<file path="config.mk">
export PLATFORM = sky130hd
export DESIGN_NAME = regfile_wr_scoreboard
export DESIGN_NICKNAME = d
export VERILOG_FILES = /design/src/rtl/regfile_wr_scoreboard.sv
export SDC_FILE = /design/constraint.sdc
export NUM_CORES = 1
export LEC_CHECK = 0
export ABC_AREA = 1
export CAP_MARGIN = 10
export CORE_ASPECT_RATIO = 2
export CORE_MARGIN = 1.5
export CORE_UTILIZATION = 51
export DETAILED_ROUTE_END_ITERATION = 6
export PLACE_DENSITY = 0.87
export SLEW_MARGIN = 20
export SYNTH_ARGS = -nofsm -noshare
export SYNTH_HDL_FRONTEND = slang
export SYNTH_SLANG_ARGS = --single-unit
</file>
<file path="constraint.sdc">
create_clock -name clk -period 3.7 [get_ports clk]
set_clock_uncertainty 0.2 [all_clocks]
set_input_delay 0.74 -clock clk [delete_from_list [all_inputs] [get_ports clk]]
set_output_delay 0.74 -clock clk [all_outputs]
set_load 0.01 [all_outputs]
</file>
<file path="src/rtl/regfile_wr_scoreboard.sv">
// rtl/regfile_wr_scoreboard.sv - pending-write scoreboard and one-hot write-enable decoder for the register file
module regfile_wr_scoreboard #(
   parameter int ADDR_W    = 5,
   parameter bit ZERO_HARD = 1'b1
) (
   input  logic                    clk,
   input  logic                    reset,
   input  logic                    issue_valid,
   input  logic [ADDR_W-1:0]       issue_addr,
   output logic                    issue_ready,
   input  logic                    wb_valid,
   input  logic [ADDR_W-1:0]       wb_addr,
   input  logic [ADDR_W-1:0]       rs_addr,
   input  logic [ADDR_W-1:0]       rt_addr,
   output logic                    rs_busy,
   output logic                    rt_busy,
   output logic [(2**ADDR_W)-1:0]  we_onehot,
   output logic [(2**ADDR_W)-1:0]  busy,
   output logic [ADDR_W:0]         pending_cnt,
   output logic                    wb_orphan
);

   localparam int NREGS = 2**ADDR_W;

   logic [NREGS-1:0] busy_q, busy_d;
   logic [NREGS-1:0] we_q, we_d;
   logic [ADDR_W:0]  cnt_q, cnt_d;
   logic             orphan_q, orphan_d;

   logic wb_en;
   logic issue_set;
   logic wb_clr;

   // Register 0 is invisible to the scoreboard when it is hard-wired
   function automatic logic is_zero(input logic [ADDR_W-1:0] a);
      return ZERO_HARD && (a == '0);
   endfunction

   // Hazard, acceptance and transition qualifiers; no writeback bypass into issue_ready
   always_comb begin
      issue_ready = !busy_q[issue_addr] || is_zero(issue_addr);
      wb_en       = wb_valid && !is_zero(wb_addr);
      issue_set   = issue_valid && issue_ready && !is_zero(issue_addr);
      wb_clr      = wb_en && busy_q[wb_addr];
      rs_busy     = busy_q[rs_addr] && !is_zero(rs_addr) && !(wb_valid && (wb_addr == rs_addr));
      rt_busy     = busy_q[rt_addr] && !is_zero(rt_addr) && !(wb_valid && (wb_addr == rt_addr));
   end

   // Next state: writeback clears first so a same-cycle set on an orphan address wins
   always_comb begin
      busy_d   = busy_q;
      we_d     = '0;
      orphan_d = wb_en && !busy_q[wb_addr];
      cnt_d    = cnt_q + {{ADDR_W{1'b0}}, issue_set} - {{ADDR_W{1'b0}}, wb_clr};
      if (wb_en) begin
         busy_d[wb_addr] = 1'b0;
         we_d[wb_addr]   = 1'b1;
      end
      if (issue_set) begin
         busy_d[issue_addr] = 1'b1;
      end
      if (reset) begin
         busy_d   = '0;
         we_d     = '0;
         orphan_d = 1'b0;
         cnt_d    = '0;
      end
   end

   // State registers
   always_ff @(posedge clk) begin
      busy_q   <= busy_d;
      we_q     <= we_d;
      cnt_q    <= cnt_d;
      orphan_q <= orphan_d;
   end

   assign busy        = busy_q;
   assign we_onehot   = we_q;
   assign pending_cnt = cnt_q;
   assign wb_orphan   = orphan_q;

endmodule

</file>
==> results of run 1 <==
-- registers in the layout, indices dropped and copies added (netlist names) --
name / count
wb_orphan: 1
pending_cnt: 6
we_onehot: 32
busy: 32
-- cells by family after synthesis --
group	count (synthesis)	synth area share [%]
buf+inv	101	10.6
other cells	1	0.0900
fa+ha+maj	7	2.28
simple gates	312	33.1
xor+xnor	1	0.210
flops	71	34.1
compound gates	148	19.6
-- synth_stat cells, drive strengths merged --
cell type / number / area (µm²)
nand3: 28 / 140
nor3: 37 / 185
a22oi: 8 / 60.1
a21o: 1 / 7.51
a221oi: 2 / 17.5
buf: 15 / 120
o2111ai: 1 / 8.76
nor2: 71 / 299
nor4: 1 / 6.26
o21ai: 65 / 329
xor2: 1 / 8.76
a211o: 1 / 8.76
a21oi: 53 / 265
nand4: 34 / 213
o22ai: 8 / 50.1
dfxtp: 71 / 1420
ha: 6 / 75.1
inv: 69 / 259
fa: 1 / 20.0
or2: 2 / 12.5
conb: 1 / 3.75
nand2: 139 / 522
o211ai: 6 / 45.0
clkinv: 1 / 3.75
o221ai: 3 / 26.3
clkbuf: 16 / 60.1
-- worst max-delay path by stage --
stage,to,slack [ps],startpoint
6_report,rt_busy,100,rt_addr[1]
5_1_grt,pending_cnt[4],-30,issue_addr[0]
4_1_cts,pending_cnt[4],30,wb_addr[3]
3_5_place_dp,pending_cnt[4],-500,wb_addr[0]
3_3_place_gp,pending_cnt[4],-440,wb_addr[0]
2_1_floorplan,pending_cnt[4],230,wb_addr[0]
-- worst max-delay path, cell delays in order --
cell and delay (ps):
clkdlybuf4s50_1 520, buf_4 180, o21ai_0 90, o22ai_1 160
nand2_1 60, a21oi_1 190, nor2_1 70, nor2_1 100
clkdlybuf4s50_1 550
-- timing repair --
action                                  CTS  global route
gates cloned                              1             1
endpoints found under the setup margin    2             5
gates resized for setup                  14            34
pin swaps                                 1             2
buffers inserted                          1             0
-- per-stage QoR --
step | worst slack (ps) | TNS (ps) | cell area, µm²
finish | 96.4 | 0 | 6020
global route | -30.7 | -30.7 | 6020
CTS | 27.6 | 0 | 5920
detailed placement | -499 | -1250 | 5510
global placement | -444 | -837 | 5510
floorplan | 225 | 0 | 4170
-- layer usage --
layer	global-route usage, %	vias to the layer above	wire length [µm]
li1	-	2447	-
met1	42.4	2366	5740
met2	66.7	338	8340
met3	8.90	111	1450
met4	26.7	0	1290
met5	0	-	0
-- area by class of cell --
class                   instances  area (µm²)  area share [%]
multi-input cells             469        2410            40.0
repair buffers                157        1480            24.6
flip-flops and latches         71        1420            23.6
inverters                      70         265            4.40
clock buffers                  10         239            3.97
well taps                      96         120            1.99
clock inverters                 6        91.3            1.52
-- power by group --
| part | total (mW) | switching [mW] | internal (mW) |
|---|---|---|---|
| combinational | 0.454 | 0.254 | 0.200 |
| clock | 0.944 | 0.333 | 0.611 |
| sequential | 0.817 | 0.0257 | 0.792 |
| total | 2.22 | 0.612 | 1.60 |
==> results.py, run 1 <==
metrics = {
    "final_layout": {
        "syn2layout_area_growth_pct": 44.5,
        "final_util_pct": 75.8,
        "antennaDiodeCount": 0,
        "instances_no_fill": 879,
        "layout_commonest_cell": "nand2_1",
        "fill_cells": 618,
        "nets": 809,
        "final_cell_mix": "nand2_1 (139), clkdlybuf4s50_1 (89), dfxtp_1 (71)",
        "drive_above_1_share_pct": 14.3,
    },
    "worst_setup_path": {
        "rr_startpoint": "busy[30]",
        "ff2ff_setup_slack_ps": 490,
        "reg2reg_to": "pending_cnt[4]",
        "cp_data_arrival_time_ps": 2660,
        "cp-start-kind": "input port",
        "worst-endpoint-required_ps": 2760,
        "r2r.worst_path.cells": 18,
        "path_class": "input port to output pin",
        "worst_setup_path_end_kind": "output pin",
        "critPathMaxFanout": 9,
    },
    "detailed_routing": {
        "viasPerCell": 5.99,
        "wl_per_cell_um": 19.1,
        "firstDrtPassIters": 7,
        "drc": 0,
        "drt_wl_total_um": 16800,
        "drtIter0Drc": 589,
        "vias": 5262,
        "ant_nets": 0,
    },
    "timing": {
        "slew_headroom_pct": 64.3,
        "hold_viol": 0,
        "whs_ps": 353,
        "period_minus_slack_ps": 3600,
        "rsz0062_at_grt": "yes",
        "worst_pin_slew_ps": 535,
        "max_freq_mhz": 278,
        "period_share_pct": 97.4,
        "setup-violations-final": 0,
        "report.final.slew_viol_count": 0,
    },
    "hold_path": {
        "worstHoldPathCells": 2,
        "min_from": "busy[21]",
        "hold_end": "busy[21]",
        "hold_class": "flop to flop",
    },
    "power_and_ir_drop": {
        "irDropWorstVdd_mv": 0.423,
        "total_power_mw": 2.22,
        "power_density_nw_per_um2": 368,
        "leakagePower_nw": 2.46,
    },
    "die": {
        "ios": 98,
        "rows": 46,
        "coreArea_um2": 7940,
        "die_area_um2": 8760,
        "die_x_um": 66.9,
        "initial_core_util_pct": 52.5,
        "die_y_um": 131,
    },
    "grt": {
        "grt_max_degree": 54,
        "grt_overflow": 0,
        "grt_usage_pct": 39.3,
        "antenna_found_initial": 0,
        "grt_pass1_vias": 4964,
        "grt_pass1_wl_um": 25500,
    },
    "clock_network": {
        "cts.sinks": 71,
        "postCtsHoldBufs": 0,
        "cts-root-buf": "clkbuf_16",
        "htreeDepth": 3,
        "cts.clk_slew.worst_paths_ps": 50,
        "clk_latency_ps": 330,
        "cts_tree": "done",
        "cts_buffer_depth": 2,
        "cts_buffers": 9,
    },
    "synth": {
        "netlist_area_um2": 4170,
        "syn-instance-count": 641,
        "synth_cell_types": 34,
        "avgSynthCellArea_um2": 6.50,
        "synth-seq-area-share_pct": 34.1,
        "ys_warn_count": 0,
        "syn_nets": 672,
        "synth-seq-cells": 71,
    },
    "placed_design": {
        "dpl.hpwl_um": 12200,
        "dp_cells": 860,
        "gp_congestion": 1.03,
        "port_buffers": 97,
    },
    "run": {
        "drv_cap": 0,
    },
    "status": {
        "status": "finished clean",
    },
}
(Power assumes the default switching activity.)
==> run 2: changes to the inputs <==
--- a/config.mk
+++ b/config.mk
@@ -12,7 +12,7 @@
 export CORE_UTILIZATION = 51
 export DETAILED_ROUTE_END_ITERATION = 6
 export PLACE_DENSITY = 0.87
-export SLEW_MARGIN = 20
+export SLEW_MARGIN = 5
 export SYNTH_ARGS = -nofsm -noshare
 export SYNTH_HDL_FRONTEND = slang
 export SYNTH_SLANG_ARGS = --single-unit
==> results of run 2 <==
Same layout as run 1: the final DEF is identical, and so are final timing and power.
